## config.mk

```make
export PLATFORM = sky130hd
export DESIGN_NAME = instr_encoder
export DESIGN_NICKNAME = d
export VERILOG_FILES = /design/src/rtl/instr_encoder.sv
export SDC_FILE = /design/constraint.sdc
export NUM_CORES = 1
export LEC_CHECK = 0
export BUFFER_PORTS_ARGS = -buffer_cell sky130_fd_sc_hd__clkbuf_2
export CORE_UTILIZATION = 30
export DETAILED_ROUTE_END_ITERATION = 8
export MAX_ROUTING_LAYER = met4
export PLACE_DENSITY_LB_ADDON = 0.2
export SYNTH_ARGS = -nofsm -noshare
export SYNTH_HDL_FRONTEND = slang
export SYNTH_SLANG_ARGS = --single-unit
```

## constraint.sdc

```tcl
create_clock -name clk -period 3.15 [get_ports clk]
set_clock_uncertainty 0.1 [all_clocks]
set_input_delay 0.7875 -clock clk [delete_from_list [all_inputs] [get_ports clk]]
set_output_delay 0.7875 -clock clk [all_outputs]
set_load 0.02 [all_outputs]
```

## src/rtl/instr_encoder.sv

```systemverilog
// instr_encoder: sequential RV32I instruction builder for the program-load path.
// Takes decoded field bundles over a valid/ready handshake, encodes each one into a
// 32-bit machine word, and writes it into instruction memory at an auto-incrementing
// word address. Supported kinds: R, I-ALU, LW, SW, B, LUI, JAL; kind 7 becomes a nop.
//
// Optional build macro: INSTR_ENC_WRAP_EN
//   undefined (default): the FULL state blocks input once DEPTH words are accepted,
//                        until the next start.
//   defined            : no FULL state, full tied 0, count saturates at DEPTH, and
//                        accepts continue, overwriting from wrapped addresses.
//
// Handshakes:
//   input : a bundle transfers on a rising edge where in_valid && in_ready. in_ready
//           never depends on in_valid. It is high only in RUN, outside a start cycle,
//           and when the output register is empty or draining this cycle.
//   output: a word transfers on a rising edge where mem_we && mem_ready. While
//           mem_we=1 and mem_ready=0, mem_addr and mem_wdata are held stable.
//   An accept and a drain may fall on the same edge.

module instr_encoder #(
  parameter int ADDR_W = 8
) (
  input  logic              clk,
  input  logic              rst_n,
  input  logic              start,
  input  logic [ADDR_W-1:0] start_addr,
  input  logic              in_valid,
  output logic              in_ready,
  input  logic [2:0]        in_kind,
  input  logic [2:0]        in_funct3,
  input  logic [6:0]        in_funct7,
  input  logic [4:0]        in_rd,
  input  logic [4:0]        in_rs1,
  input  logic [4:0]        in_rs2,
  input  logic [31:0]       in_imm,
  output logic              mem_we,
  input  logic              mem_ready,
  output logic [ADDR_W-1:0] mem_addr,
  output logic [31:0]       mem_wdata,
  output logic [ADDR_W:0]   count,
  output logic              full,
  output logic              err,
  output logic [1:0]        state_o
);

  // Word count value meaning "every address written once since start".
  localparam logic [ADDR_W:0] DEPTH_CNT = {1'b1, {ADDR_W{1'b0}}};

  localparam logic [2:0] K_R    = 3'd0;
  localparam logic [2:0] K_IALU = 3'd1;
  localparam logic [2:0] K_LW   = 3'd2;
  localparam logic [2:0] K_SW   = 3'd3;
  localparam logic [2:0] K_B    = 3'd4;
  localparam logic [2:0] K_LUI  = 3'd5;
  localparam logic [2:0] K_JAL  = 3'd6;

  localparam logic [6:0] OP_R    = 7'b0110011;
  localparam logic [6:0] OP_IALU = 7'b0010011;
  localparam logic [6:0] OP_LW   = 7'b0000011;
  localparam logic [6:0] OP_SW   = 7'b0100011;
  localparam logic [6:0] OP_B    = 7'b1100011;
  localparam logic [6:0] OP_LUI  = 7'b0110111;
  localparam logic [6:0] OP_JAL  = 7'b1101111;

  // addi x0, x0, 0
  localparam logic [31:0] NOP_WORD = 32'h0000_0013;

  typedef enum logic [1:0] {
    S_IDLE = 2'd0,
    S_RUN  = 2'd1,
    S_FULL = 2'd2
  } state_t;

  state_t              state_q, state_d;
  logic [ADDR_W-1:0]   wr_ptr_q, wr_ptr_d;
  logic [ADDR_W:0]     count_q, count_d;
  logic                err_q, err_d;
  logic                mem_we_q, mem_we_d;
  logic [ADDR_W-1:0]   mem_addr_q, mem_addr_d;
  logic [31:0]         mem_wdata_q, mem_wdata_d;

  logic                accept;
  logic                drain;
  logic [31:0]         enc_word;
  logic                enc_err;
  logic                imm12_ok;
  logic                imm13_ok;
  logic                imm21_ok;
  logic [ADDR_W:0]     count_inc;

  // Immediate range checks: a value fits N signed bits when bits [31:N-1]
  // are all equal (pure sign extension).
  assign imm12_ok = (in_imm[31:11] == '0) || (in_imm[31:11] == '1);
  assign imm13_ok = (in_imm[31:12] == '0) || (in_imm[31:12] == '1);
  assign imm21_ok = (in_imm[31:20] == '0) || (in_imm[31:20] == '1);

  assign in_ready  = (state_q == S_RUN) && !start && (!mem_we_q || mem_ready);
  assign accept    = in_valid && in_ready;
  assign drain     = mem_we_q && mem_ready;
  assign count_inc = count_q + (ADDR_W + 1)'(1);

  // Field-to-word encoding; the word is still produced for out-of-range
  // immediates (truncated by slicing), only err flags the problem.
  always_comb begin
    enc_word = NOP_WORD;
    enc_err  = 1'b0;
    case (in_kind)
      K_R: begin
        enc_word = {in_funct7, in_rs2, in_rs1, in_funct3, in_rd, OP_R};
      end
      K_IALU: begin
        enc_word = {in_imm[11:0], in_rs1, in_funct3, in_rd, OP_IALU};
        enc_err  = !imm12_ok;
      end
      K_LW: begin
        enc_word = {in_imm[11:0], in_rs1, 3'b010, in_rd, OP_LW};
        enc_err  = !imm12_ok;
      end
      K_SW: begin
        enc_word = {in_imm[11:5], in_rs2, in_rs1, 3'b010, in_imm[4:0], OP_SW};
        enc_err  = !imm12_ok;
      end
      K_B: begin
        enc_word = {in_imm[12], in_imm[10:5], in_rs2, in_rs1, in_funct3,
                    in_imm[4:1], in_imm[11], OP_B};
        enc_err  = !imm13_ok || in_imm[0];
      end
      K_LUI: begin
        enc_word = {in_imm[31:12], in_rd, OP_LUI};
        enc_err  = (in_imm[11:0] != 12'd0);
      end
      K_JAL: begin
        enc_word = {in_imm[20], in_imm[10:1], in_imm[11], in_imm[19:12],
                    in_rd, OP_JAL};
        enc_err  = !imm21_ok || in_imm[0];
      end
      default: begin
        enc_word = NOP_WORD;
        enc_err  = 1'b1;
      end
    endcase
  end

  // Next-state logic: start always (re)enters RUN; the last free slot moves to FULL.
  always_comb begin
    state_d = state_q;
    if (start) begin
      state_d = S_RUN;
    end else begin
      case (state_q)
        S_IDLE: state_d = S_IDLE;
        S_RUN: begin
`ifndef INSTR_ENC_WRAP_EN
          if (accept && (count_inc == DEPTH_CNT)) begin
            state_d = S_FULL;
          end
`endif
        end
        S_FULL:  state_d = S_FULL;
        default: state_d = S_IDLE;
      endcase
    end
  end

  // Datapath next values: output word register, write pointer, count, sticky error.
  // A pending word survives start and finishes at the address it was given.
  always_comb begin
    wr_ptr_d    = wr_ptr_q;
    count_d     = count_q;
    err_d       = err_q;
    mem_we_d    = mem_we_q;
    mem_addr_d  = mem_addr_q;
    mem_wdata_d = mem_wdata_q;

    if (accept) begin
      mem_we_d    = 1'b1;
      mem_addr_d  = wr_ptr_q;
      mem_wdata_d = enc_word;
      wr_ptr_d    = wr_ptr_q + ADDR_W'(1);
`ifdef INSTR_ENC_WRAP_EN
      if (count_q != DEPTH_CNT) begin
        count_d = count_inc;
      end
`else
      count_d = count_inc;
`endif
      if (enc_err) begin
        err_d = 1'b1;
      end
    end else if (drain) begin
      mem_we_d = 1'b0;
    end

    // accept is already blocked during start, so these never collide with it
    if (start) begin
      wr_ptr_d = start_addr;
      count_d  = '0;
      err_d    = 1'b0;
    end
  end

  // State and datapath registers with synchronous active-low reset.
  always_ff @(posedge clk) begin
    if (!rst_n) begin
      state_q     <= S_IDLE;
      wr_ptr_q    <= '0;
      count_q     <= '0;
      err_q       <= 1'b0;
      mem_we_q    <= 1'b0;
      mem_addr_q  <= '0;
      mem_wdata_q <= '0;
    end else begin
      state_q     <= state_d;
      wr_ptr_q    <= wr_ptr_d;
      count_q     <= count_d;
      err_q       <= err_d;
      mem_we_q    <= mem_we_d;
      mem_addr_q  <= mem_addr_d;
      mem_wdata_q <= mem_wdata_d;
    end
  end

  assign mem_we    = mem_we_q;
  assign mem_addr  = mem_addr_q;
  assign mem_wdata = mem_wdata_q;
  assign count     = count_q;
  assign err       = err_q;
  assign state_o   = state_q;

`ifdef INSTR_ENC_WRAP_EN
  assign full = 1'b0;
`else
  assign full = (state_q == S_FULL);
`endif

endmodule
```

== Word-level counts from Yosys, hierarchy flattened ==
Cells that the tools add are included.

* Bits in registers: 61
* Latch bits: 0
* Bits in writable memories: 0
* Memory bits (read-only): 0
* Input bits: 73
* Output and inout bits: 55
* Word-level logic and storage cells: 60
* Memories: 0

* $add $sub $neg: 2
* Multipliers: 0
* Divide/modulo/power cells: 0
* Magnitude comparators: 0
* Equal/unequal tests: 14
* Shift-type cells: 0
* Mux-type cells: 9
* Bitwise operators: 1
* Reduce and logical (&&, ||, !) cells: 26

{| class="wikitable"
|+ Operator list
! operator !! count
|-
| one-hot mux 32 bit (7 select lines) || 1
|-
| equality test 21 bit (second input constant) || 1
|-
| zero test 21 bit || 1
|-
| equality test 20 bit (second input constant) || 1
|-
| zero test 20 bit || 1
|-
| 2-to-1 mux 8 bit || 2
|-
| equality test 12 bit (second input constant) || 1
|-
| zero test 12 bit || 1
|-
| nonzero test 12 bit || 1
|-
| adder 9 x 1 -> 9 bit (second input constant) || 1
|-
| equality test 3 bit (second input constant) || 3
|-
| equality test 9 bit (second input constant) || 1
|-
| adder 8 x 1 -> 8 bit (second input constant) || 1
|-
| equality test 3 x 2 -> 1 bit (second input constant) || 2
|-
| logical OR 1 bit || 6
|-
| logical AND 1 bit || 5
|-
| zero test 1 bit || 5
|-
| one-hot mux 1 bit (5 select lines) || 1
|-
| one-hot mux 2 bit (2 select lines) || 1
|-
| nonzero test 2 bit || 2
|-
| equality test 3 x 1 -> 1 bit (second input constant) || 1
|-
| zero test 3 bit || 1
|-
| 2-to-1 mux 1 bit || 3
|-
| != test 3 x 2 -> 1 bit (second input constant) || 1
|-
| other kinds (8) || 8
|}

== Longest topological paths before layout ==
* Word-level depth: 8
* Gate-level depth with buffers: 9
* Depth with buffers taken out: 7

== Worst setup path before layout ==
Ideal clock, no wire load.

* Path type: in2out
* From: input start
* To: output in_ready
* Arrival: 1,166 ps
* Required time: 2,263 ps
* Path slack: 1,096 ps
* Stages: 2
* Buffers on the path: 0
* Path through: nor2b_1 -> and2_1

* Cells in the longest elaborated chain, start to end: 3

{| class="wikitable"
|+ RTL lines
! element !! line !! RTL
|-
| from (decl) || 25 || <nowiki>input logic start,</nowiki>
|-
| zero test 1 bit || 97 || <nowiki>assign in_ready = (state_q == S_RUN) && !start && (!mem_we_q || mem_ready);</nowiki>
|-
| logical AND 1 bit (2 in a row) || 97 ||
|-
| to (decl) || 28 || <nowiki>output logic in_ready,</nowiki>
|}

No other way between the ends.

== Final worst setup path ==
Same ends and word-level chain as after synthesis.

==> out/results.ini <==
[run_status]
outcome=complete, no violations

[yosys]
syn_area_sq_mm=0.003369
yosys.area_share.simple_pct=24.88
synthMuxAreaShare_pct=3.788
synth_xor_area_share_pct=2.599
synth_fa_ha_area_share_pct=1.857
synth_top_family_by_area=compound AO/OA/AOI/OAI gates
ys.flop_type=dfxtp_1
synth.net_count=513
synth_area_leaders=dfxtp_1, a21oi_1, nand2_1
synth_cells=435
yosys_register_bits=60
async_flop_share_pct=0
synth_seq_area_share_pct=35.65
synth_warnings=0
syn_avg_cell_area_sq_um=7.746
synth_top_area_share_pct=35.65
ys_types=51
synth-edff-count=0
yosys.area.top_type=dfxtp_1
synth_compound_gate_area_share_pct=25.51

[die]
die_y_um=108.0
ios=128
start_util_pct=30.95
core_area_sq_mm=0.01089
rows=38
dieArea_sq_mm=0.01166
fp.dieW_um=108.0

[routing]
drcViolationCount=0
wl_per_cell_um=15.54
wl_mm=10.80
drtPass1Iterations=5
routed-via-count=3671
dr.first_iter.drc_count=270
routed_via_density=5.282
ant_nets=0

[min_path]
hp-start=mem_wdata[2]
hold_depth=2
min_to=mem_wdata[2]
min_path_type=flip-flop to flip-flop

[placement]
dp_cells=679
io_buffers=127
dp_hpwl_mm=7.930
place_congestion=0.8592
place_worst_setup_slack_ns=0.5272

[clock_tree]
clock_path_buffers=2
cts_tree=yes
ctsHoldBuffers=0
worst_skew_pair.late_latency_ns=0.35
root_buffer=clkbuf_8
postCtsResizedCells=0
path_clk_slew_ns=0.07
clkSinkCount=60
post_cts_buffers=0
cts_buffers=9
htree_levels=3

[layout]
drive_above_1_share_pct=29.91
multiInputGateArea_sq_mm=0.001982
final_common_cell=clkbuf_2
diodes=0
fin_cells=695
finalCoreUtilization_pct=39.72
nNetsFinal=628
area_delta_synth_final_pct=28.33
fillCellCount=1166
seqCellArea_sq_mm=0.001201
final_cell_mix=clkbuf_2, dfxtp_1, nand2_1, nor2_1, a21oi_1

[global_route]
grt_max_degree=31
grt_pass1_wl_mm=16.80
grt.total_usage_pct=19.25
overflow=0
antenna_found_initial=0
grt_pass1_vias=3316

[setup_path]
cp_max_fo=13
r2r-start=state_o[1]
worstSetupStartpointType=input port
cp-end-kind=primary output
critPathKind=input port to primary output
cp.required_ns=2.26
crit_arrival_ns=1.58
reg2reg_depth=8
timing.rr.end=wr_ptr_q[6]
r2r_setup_slack_ns=1.01

[pwr]
power_uw=1876
power_density_mw_per_mm2=433.9
p_leak_uw=0.001760
ir_drop_mv=0.1991

[sta]
finalCritPeriodShare_pct=78.37
fin_crit_ns=2.469
setup_violations=0
finalHoldViolCount=0
max_slew_margin_pct=59.85
layout_setup_ws_ns=0.6813
tightest_slew_ns=0.6015
tns_ns=0
rsz0062_at_grt=no
fmax_ghz=0.4051
report.final.slew_viol_count=0

[run]
drv_cap=0

[how the worst max path moves through the flow]
stage / start / endpoint / slack [ns]
after floorplan: start / in_ready / 1.10
after global placement: start / wr_ptr_q[6] / 0.58
after detailed placement: start / wr_ptr_q[6] / 0.53
after CTS: start / in_ready / 0.68
after global routing: start / in_ready / 0.59
final: start / in_ready / 0.68
[layer usage]
layer  routed length, um  track usage [%]  vias up  share of wire [%]
met5                   0                -        -                  0
met4                 195            6.654        0                1.8
met3                 715            5.365       17                6.6
met2                5017            29.98      133                 46
met1                4869            23.78     1696                 45
li1                    -                -     1825                  -
[worst max-delay path, stage by stage]
cell and delay, ns:
clkbuf_2 0.21, nor2b_1 0.25, and2_1 0.17, clkbuf_2 0.16
[area by class of cell]
type,count,share of cell area [%]
tap,140,4.051
multi-input combinational,332,45.83
timing repair buffer,137,16.44
inverter,10,0.8681
clock buffer,12,3.356
sequential,60,27.78
clock inverter,4,1.678
[power by group]
group,switching [uW],internal [uW]
sequential,17.7,781
clock,322,467
combinational,176,113
total,516,1360
[metrics by stage]
step	hold WS (ns)	instance area, sq um
floorplan	0.3418	3369
global placement	0.3435	4106
detailed placement	0.3488	4106
CTS	0.3590	4324
global route	0.3822	4324
finish	0.3556	4324
[registers in the layout (all words and copies together) (netlist names)]
register   cells
mem_we         1
err            1
wr_ptr_q       8
count          9
mem_addr       8
state_o        2
mem_wdata     31
[cells in the mapped netlist (3+ instances only)]
cell and count:
a211oi_1 5, a21oi_1 39, a221o_1 5, a221oi_1 8, a22oi_1 12, a31oi_1 8
a32oi_1 7, and3_1 4, buf_1 6, buf_2 10, buf_4 3, clkbuf_1 13
dfxtp_1 60, ha_1 5, inv_1 10, mux2_2 5, mux2i_1 6, nand2_1 52
nand2b_1 4, nand3_1 13, nand4_1 7, nor2_1 47, nor2b_1 9, nor3_1 15
nor4_1 6, o211ai_1 10, o21ai_0 17, o21ai_1 6, o22ai_1 4, or4_1 4
xnor2_1 8
[kinds of logic (layout without fill, tap and decap cells)]
logic type,Yosys count,in the layout
AOI/OAI and AO/OA,131,131
muxes,12,12
DFF,60,60
buffers and inverters,43,163
xor gates and xnor gates,10,10
adders and majority gates,5,5
and+or+nand+nor,174,174
Power figures use the tool's default switching activity.
